<file path="src/rtl/mdio_frame_pkg.sv">
// Shared MDIO frame constants and FSM state type.
package mdio_frame_pkg;
   typedef enum logic [2:0] {
      S_PRE, S_ST, S_OP, S_PHY, S_REG, S_TA, S_DATA
   } state_t;

   localparam logic [1:0] MDIO_ST       = 2'b01;
   localparam logic [1:0] MDIO_OP_READ  = 2'b10;
   localparam logic [1:0] MDIO_OP_WRITE = 2'b01;

   localparam int PHYAD_W = 5;
   localparam int REGAD_W = 5;
   localparam int TA_W    = 2;
   localparam int DATA_W  = 16;
endpackage

</file>
<file path="src/rtl/mdio_sync.sv">
// Two-flop synchronisers for MDC/MDIO and MDC rising-edge detect.
module mdio_sync (
   input  logic clk,
   input  logic rst,
   input  logic mdc,
   input  logic mdio,
   output logic mdc_rise,
   output logic mdio_s
);
   logic [1:0] mdc_ff;
   logic [1:0] mdio_ff;
   logic       mdc_q;

   always_ff @(posedge clk) begin
      if (rst) begin
         mdc_ff  <= 2'b00;
         mdio_ff <= 2'b00;
         mdc_q   <= 1'b0;
      end else begin
         mdc_ff  <= {mdc_ff[0], mdc};
         mdio_ff <= {mdio_ff[0], mdio};
         mdc_q   <= mdc_ff[1];
      end
   end

   assign mdc_rise = mdc_ff[1] & ~mdc_q;
   assign mdio_s   = mdio_ff[1];
endmodule

</file>
<file path="src/rtl/mdio_frame.sv">
// Clause 22 MDIO slave: frame decode to one Wishbone access per frame.
module mdio_frame
   import mdio_frame_pkg::*;
#(
   parameter logic [4:0] PHY_ADDR      = 5'd0,
   parameter int         PREAMBLE_BITS = 32
) (
   input  logic              clk,
   input  logic              rst,
   input  logic              mdc,
   input  logic              mdio,
   output logic              mdo,
   output logic              mdo_oe,
   output logic              cyc,
   output logic              stb,
   output logic              we,
   output logic [4:0]        addr,
   output logic [DATA_W-1:0] data_write,
   input  logic              ack,
   input  logic              err,
   input  logic [DATA_W-1:0] data_read
);
   localparam int CW = $clog2(PREAMBLE_BITS + 1);

   logic              rise;
   logic              bit_s;
   state_t            state;
   state_t            state_nx;
   logic [CW-1:0]     ones;
   logic [3:0]        cnt;
   logic              op_hi;
   logic [3:0]        phy;
   logic              is_read;
   logic              match;
   logic              abort;
   logic              cap;
   logic              last;
   logic [DATA_W-1:0] sreg;

   mdio_sync u_sync (
      .clk      (clk),
      .rst      (rst),
      .mdc      (mdc),
      .mdio     (mdio),
      .mdc_rise (rise),
      .mdio_s   (bit_s)
   );

   always_comb begin
      last = 1'b1;
      unique case (state)
         S_OP:    last = (cnt == 4'd1);
         S_PHY:   last = (cnt == 4'(PHYAD_W - 1));
         S_REG:   last = (cnt == 4'(REGAD_W - 1));
         S_TA:    last = (cnt == 4'(TA_W - 1));
         S_DATA:  last = (cnt == 4'(DATA_W - 1));
         default: last = 1'b1;
      endcase
   end

   always_comb begin
      state_nx = state;
      if (rise) begin
         unique case (state)
            S_PRE:
               if (!bit_s && ones == CW'(PREAMBLE_BITS))
                  state_nx = S_ST;
            S_ST:
               state_nx = ({1'b0, bit_s} == MDIO_ST) ? S_OP : S_PRE;
            S_OP:
               if (last)
                  state_nx = ({op_hi, bit_s} == MDIO_OP_READ ||
                              {op_hi, bit_s} == MDIO_OP_WRITE)
                             ? S_PHY : S_PRE;
            S_PHY:   if (last) state_nx = S_REG;
            S_REG:   if (last) state_nx = S_TA;
            S_TA:    if (last) state_nx = S_DATA;
            S_DATA:  if (last) state_nx = S_PRE;
            default: state_nx = S_PRE;
         endcase
      end
   end

   always_ff @(posedge clk) begin
      if (rst) state <= S_PRE;
      else     state <= state_nx;
   end

   always_ff @(posedge clk) begin
      if (rst) begin
         ones       <= '0;
         cnt        <= 4'd0;
         op_hi      <= 1'b0;
         phy        <= 4'd0;
         is_read    <= 1'b0;
         match      <= 1'b0;
         abort      <= 1'b0;
         cap        <= 1'b0;
         sreg       <= '0;
         mdo        <= 1'b0;
         mdo_oe     <= 1'b0;
         cyc        <= 1'b0;
         stb        <= 1'b0;
         we         <= 1'b0;
         addr       <= 5'd0;
         data_write <= '0;
      end else begin
         // read data is registered by the slave one clk after ack
         cap <= cyc & ack & ~we;
         if (cap) sreg <= data_read;
         if (cyc && (ack || err)) begin
            cyc <= 1'b0;
            stb <= 1'b0;
            we  <= 1'b0;
            if (err && !we) abort <= 1'b1;
         end
         if (rise) begin
            cnt <= last ? 4'd0 : cnt + 4'd1;
            unique case (state)
               S_PRE:
                  if (!bit_s) ones <= '0;
                  else if (ones != CW'(PREAMBLE_BITS)) ones <= ones + 1'b1;
               S_OP: begin
                  op_hi <= bit_s;
                  if (last) is_read <= ({op_hi, bit_s} == MDIO_OP_READ);
               end
               S_PHY: begin
                  phy <= {phy[2:0], bit_s};
                  if (last) begin
                     match <= ({phy, bit_s} == PHY_ADDR);
                     abort <= 1'b0;
                  end
               end
               S_REG: begin
                  addr <= {addr[3:0], bit_s};
                  if (last && match && is_read) begin
                     cyc <= 1'b1;
                     stb <= 1'b1;
                     we  <= 1'b0;
                  end
               end
               S_TA:
                  if (cnt == 4'd0) begin
                     if (is_read && match) begin
                        // a slave still silent at TA1 is treated as an error
                        if (abort || (cyc && !ack)) begin
                           abort <= 1'b1;
                           cyc   <= 1'b0;
                           stb   <= 1'b0;
                        end else begin
                           mdo_oe <= 1'b1;
                           mdo    <= 1'b0;
                        end
                     end
                  end else if (mdo_oe) begin
                     mdo  <= sreg[DATA_W-1];
                     sreg <= sreg << 1;
                  end
               S_DATA:
                  if (is_read) begin
                     if (last) begin
                        mdo_oe <= 1'b0;
                        mdo    <= 1'b0;
                     end else if (mdo_oe) begin
                        mdo  <= sreg[DATA_W-1];
                        sreg <= sreg << 1;
                     end
                  end else begin
                     data_write <= {data_write[DATA_W-2:0], bit_s};
                     if (last && match) begin
                        cyc <= 1'b1;
                        stb <= 1'b1;
                        we  <= 1'b1;
                     end
                  end
               default: ;
            endcase
         end
      end
   end
endmodule

</file>
<file path="config.mk">
export PLATFORM = sky130hd
export DESIGN_NAME = mdio_frame
export DESIGN_NICKNAME = d
export VERILOG_FILES = /design/src/rtl/mdio_frame_pkg.sv /design/src/rtl/mdio_sync.sv /design/src/rtl/mdio_frame.sv
export SDC_FILE = /design/constraint.sdc
export NUM_CORES = 1
export LEC_CHECK = 0
export ABC_AREA = 1
export BUFFER_PORTS_ARGS = -buffer_cell sky130_fd_sc_hd__buf_4
export CAP_MARGIN = 25
export CORE_MARGIN = 10
export CORE_UTILIZATION = 50
export CTS_CLUSTER_SIZE = 14
export DETAILED_ROUTE_END_ITERATION = 8
export HOLD_SLACK_MARGIN = 0.06
export PLACE_DENSITY = 0.7
export SLEW_MARGIN = 20
export SYNTH_ARGS = -nofsm -noshare
export SYNTH_HDL_FRONTEND = slang
export SYNTH_SLANG_ARGS = --single-unit
export TNS_END_PERCENT = 50
</file>
<file path="constraint.sdc">
create_clock -name clk -period 3.05 [get_ports clk]
set_input_delay 0 -clock clk [delete_from_list [all_inputs] [get_ports clk]]
set_output_delay 0 -clock clk [all_outputs]
set_load 0.05 [all_outputs]
</file>
# == Word-level counts from Yosys, hierarchy flattened ==
# Index checks and enable logic that the tools add are counted.
# Widths: inputs -> output; s select.
# word_totals
elab_cells,148
in_bits,22
regBits,69
# op_classes
n_bitwise,6
add_sub_neg,2
eq_ne,26
n_reduce_logical,29
mux,65
# ops
cell,count
$mux 16,6
$mux 1,39
$pmux 16 s2,1
$ne 2x2->1 const B,11
$pmux 3 s7,1
$mux 3,6
$reduce_and 7->1,2
$mux 6,2
$reduce_and 3->1,4
$eq 3x3->1 const B,3
$pmux 1 s3,3
$pmux 1 s2,4
$logic_and 1x1->1,7
$add 6x1->6 const B,1
$eq 3x2->1 const B,2
$eq 6x6->1 const B,1
$ne 3x3->1 const B,2
$ne 6x6->1 const B,1
$reduce_and 2->1,3
$logic_not 5->1,1
$reduce_and 5->1,1
$add 4x1->4 const B,1
$eq 4x1->1 const B,1
$eq 4x3->1 const B,1
14 further kinds,24

# == Logic depth before layout (Yosys ltp) ==
# depth
ltp_word,9
ltp_mapped,14
ltp_nobuf,13

# == By module ==
# A second synthesis with hierarchy kept.
# hier_totals
hier_cells,591
hier_area_um2,3843.7
# modules_own_cells
module,cells_per_inst,area_each_um2,instances,seq_area_each_um2
mdio_frame,575,3702.3,1,1281.2
mdio_sync,16,141.4,1,100.1

# == Worst setup path before layout ==
# OpenSTA, ideal clock, no wires.
# synth_path
kind,register to register
from,reg mdo_oe
to,reg sreg[10]
t_arrival_ns,1.680
slack_ns,1.237
path_buffers,2
path_stages_with_launch,10
synth_period_minus_slack_ns,1.813
cell_sequence,dfxtp_1 clkbuf_1 clkbuf_1 nand2_1 o21ai_0 nand4_1 nand3_1 nand2_1 nand2_1 a21oi_1
# synth_via
elab_chain_cells,5
elab_cells_between_ends,6
cone_classes,6 x mux
# synth_rtl
item,line,source
from (decl),mdio_frame.sv:13,"output logic mdo_oe,"
from (signal assigned),mdio_frame.sv:101,mdo_oe <= 1'b0;
from (signal assigned),mdio_frame.sv:151,mdo_oe <= 1'b1;
from (signal assigned),mdio_frame.sv:162,mdo_oe <= 1'b0;
$mux 16 (*),"mdio_frame.sv:155, mdio_frame.sv:164",
$mux 16,mdio_frame.sv:161,if (last) begin
$mux 16,mdio_frame.sv:160,if (is_read) begin
$pmux 16 s2 (*),mdio_frame.sv:119,unique case (state)
$mux 16 (*),mdio_frame.sv:117,if (rise) begin
to (signal assigned),mdio_frame.sv:110,if (cap) sreg <= data_read;
to (signal assigned),mdio_frame.sv:157,sreg <= sreg << 1;
to (signal assigned),mdio_frame.sv:166,sreg <= sreg << 1;
to (decl),mdio_frame.sv:38,logic [DATA_W-1:0] sreg;
# Mark *: on every way between the ends. The rest lies on a longest branch, timed or not.
# A chain may end at the register's enable or synchronous reset.

# == Worst setup path in the final report ==
# layout_path
from,reg state[2]
to,reg cnt[0]
# layout_via
elab_chain_cells,4
elab_cells_between_ends,9
cone_classes,5 x eq/ne; 2 x mux; 2 x reduce/logical
# layout_rtl
item,line,source
from (decl),mdio_frame.sv:27,state_t state;
from (signal assigned),mdio_frame.sv:86,else state <= state_nx;
$eq 3x3->1 / $eq 3x2->1 (equally long branches),mdio_frame.sv:51,unique case (state)
$reduce_or 2->1 (no source line),n/a,
$pmux 1 s3 (*),mdio_frame.sv:51,
$mux 4 (*),mdio_frame.sv:118,cnt <= last ? 4'd0 : cnt + 4'd1;
to (signal assigned),mdio_frame.sv:118,
to (decl),mdio_frame.sv:30,logic [3:0] cnt;
# Marked as above.

==> impl_metrics.ini <==
[floorplanning]
pin_count = 48
num_rows = 31
start_util_pct = 52.2
core_mm2 = 0.00733
die_area_mm2 = 0.0116
die_y_um = 107
die_w_um = 107

[global_route]
grt_max_degree = 33
grt_pass1_vias = 3701
overflow = 0
antenna_found_initial = 0
grt_pass1_wl_mm = 17.2
grt_usage_pct = 17.6

[layout]
drive_above_1_share_pct = 12.8
diodes = 0
n_fill_cell = 696
area_delta_synth_final_pct = 17.4
final_common_cell = nand2_1
final_nets = 662
final_cell_mix = nand2_1, o21ai_0, inv_1

[outcome]
status = completed

[setup_path]
criticalPathCategory = reg -> reg
ff2ff_path_depth = 9
setup.worst_path.end_class = flop
critPathLaunchType = flop
regToRegStartpoint = state[2]$_SDFFE_PP0P_
worstReg2RegEnd = cnt[0]$_SDFFE_PP0P_
rrSetupSlack_ns = 0.62
required_ns = 3.28
cp_max_fo = 18
crit_end = cnt[0]$_SDFFE_PP0P_
startpoint = state[2]$_SDFFE_PP0P_
cp_data_arrival_time_ns = 2.66

[drt]
drt-initial-drc-count = 226
dr.pass1.iters = 8
drc = 0
viasPerCell = 5.43
routed_wl_mm = 10.2
wl_per_cell_um = 13.8
vias = 4010
postRouteAntennaNets = 0

[worst_hold_path]
hp-class = in -> reg

[power]
p_leak_nw = 1.89
switching_share_pct = 26.8
p_comb_share_pct = 4.4
fin_total_pwr_w = 0.00171
vdd_drop_max_uv = 293
power_density_mw_per_mm2 = 381
intPower_w = 0.00125
pwr-share-seq_pct = 53.1
clockPowerShare_pct = 42.5
p_switching_w = 0.000459

[clock_tree]
cts-buffers-inserted = 9
clock_latency_ns = 0.35
htreeDepth = 3
clkTransAtPathRegs_ns = 0.09
cts_root_buf = clkbuf_8
cts_resized = 0
cts_tree = yes
cts_sinks = 69
cts_buffer_depth = 2

[timing]
fmax_ghz = 0.411
hold_viol = 0
period_needed_ns = 2.43
period_share_pct = 79.8
finalSetupViolations = 0
rsz0062_at_grt = false
setup-tns-final_ns = 0
holdWs_ns = 0.0804
slew_headroom_pct = 47.9
worst_clock_skew_ns = 0.0115
max_slew.worst_pin.slew_ns = 0.781
finalMaxSlewViolations = 0

[synthesis]
yosysWarnings = 0
synth_cells = 591
syn_area_mm2 = 0.00383
synth_edf_count = 0
async_reset_ff_share_pct = 0
synth_fp_nets = 618
ys.flop_type = dfxtp_1
ys_types = 35
syn_area_per_cell_um2 = 6.48
ys_ff_latch = 69
yosysSeqAreaShare_pct = 36.1

[place]
dpl.hpwl_mm = 6.82
gp_congestion = 0.872
numPortBuffers = 47

[flow_run]
maxCapViolCount = 0
## cells by family after synthesis
kind of cell	after synthesis	synth area share, %
AOI/OAI and AO/OA	147	20.3
buffers and inverters	103	10.6
and+or+nand+nor	263	30.5
muxes	1	0.262
adders and majority gates	5	1.63
xor gates and xnor gates	3	0.687
DFF	69	36.1
## worst max-delay path: stages, from the launching register on
cell and delay [ns]:
dfxtp_1 0.53, nand3_2 0.39, nand2_1 0.25, inv_1 0.05, nand2_1 0.10, nand3_4 0.24
nand2_2 0.26, inv_1 0.09, o21ai_1 0.32, a21oi_1 0.08
## metrics by stage
step | util, % | instance area [um^2] | std cells | setup WS [ns]
after floorplan | - | 3830 | 591 | 1.24
after global placement | 57.6 | 4230 | 715 | 0.653
after detailed placement | 57.6 | 4230 | 715 | 0.649
after CTS | 61.3 | 4490 | 739 | 0.646
after global routing | 61.3 | 4490 | 739 | 0.419
final | 61.3 | 4490 | 739 | 0.617
## cell usage after synthesis, types with 5 or more instances
cell,instances,share of area [%]
o211ai_1,6,1.2
nor2_1,64,6.3
nand3_1,27,3.5
buf_2,5,0.65
dfxtp_1,69,36
inv_1,71,7.0
nand4_1,18,2.9
clkbuf_1,17,1.7
nand2_1,136,13
o21ai_1,7,0.92
ha_1,5,1.6
o21ai_0,76,9.9
a21oi_1,51,6.7
## per-layer routing
metal  track usage [%]  vias to the layer above  part of all wire (%)
met2              28.6                      138                    47
met3              4.43                       14                   7.4
li1                  -                     2016                     -
met1              21.9                     1842                    44
met5                 0                        -                     0
met4              6.77                        0                   1.2
## registers in the layout (all words and copies together) (netlist names), 2 cells and up
| signal | count |
|---|---|
| u_sync.mdc_ff | 2 |
| addr | 5 |
| phy | 4 |
| u_sync.mdio_ff | 2 |
| state | 3 |
| data_write | 16 |
| cnt | 4 |
| sreg | 16 |
| ones | 6 |
## area by class of cell
| class | instances | area [um^2] | area share (%) |
|---|---|---|---|
| repair buffers | 61 | 478 | 10.6 |
| well taps | 99 | 124 | 2.76 |
| flip-flops and latches | 69 | 1380 | 30.8 |
| clock buffers | 9 | 124 | 2.76 |
| clock inverters | 7 | 62.6 | 1.39 |
| inverters | 75 | 282 | 6.27 |
| multi-input cells | 419 | 2040 | 45.4 |
## worst min-delay path by stage
stage | from | to | slack (ns) | cells past startpoint
global placement | mdio | u_sync.mdio_ff[0]$_SDFF_PP0_ | 0.20 | 3
finish | data_read[1] | sreg[1]$_SDFF_PP0_ | 0.08 | 5
detailed placement | mdc | u_sync.mdc_ff[0]$_SDFF_PP0_ | 0.21 | 3
CTS | data_read[1] | sreg[1]$_SDFF_PP0_ | 0.07 | 5
global route | data_read[1] | sreg[1]$_SDFF_PP0_ | 0.11 | 5
floorplan | mdc | u_sync.mdc_ff[0]$_SDFF_PP0_ | 0.11 | 2
## repair_timing
item                                   CTS  global route
setup buffers                            0             0
hold buffers                             8             0
endpoints found under the hold margin   22             0
## power by group through the flow
| stage | Combinational (W) | Sequential [W] | Clock, W |
|---|---|---|---|
| finish | 0.0000750 | 0.000909 | 0.000727 |
| detailed placement | 0.0000665 | 0.000931 | 0 |
| CTS | 0.0000748 | 0.000909 | 0.000741 |
| global route | 0.0000846 | 0.000910 | 0.000779 |
| floorplan | 0.0000349 | 0.000929 | 0 |
| global placement | 0.0000655 | 0.000930 | 0 |
(Power assumes the default switching activity.)
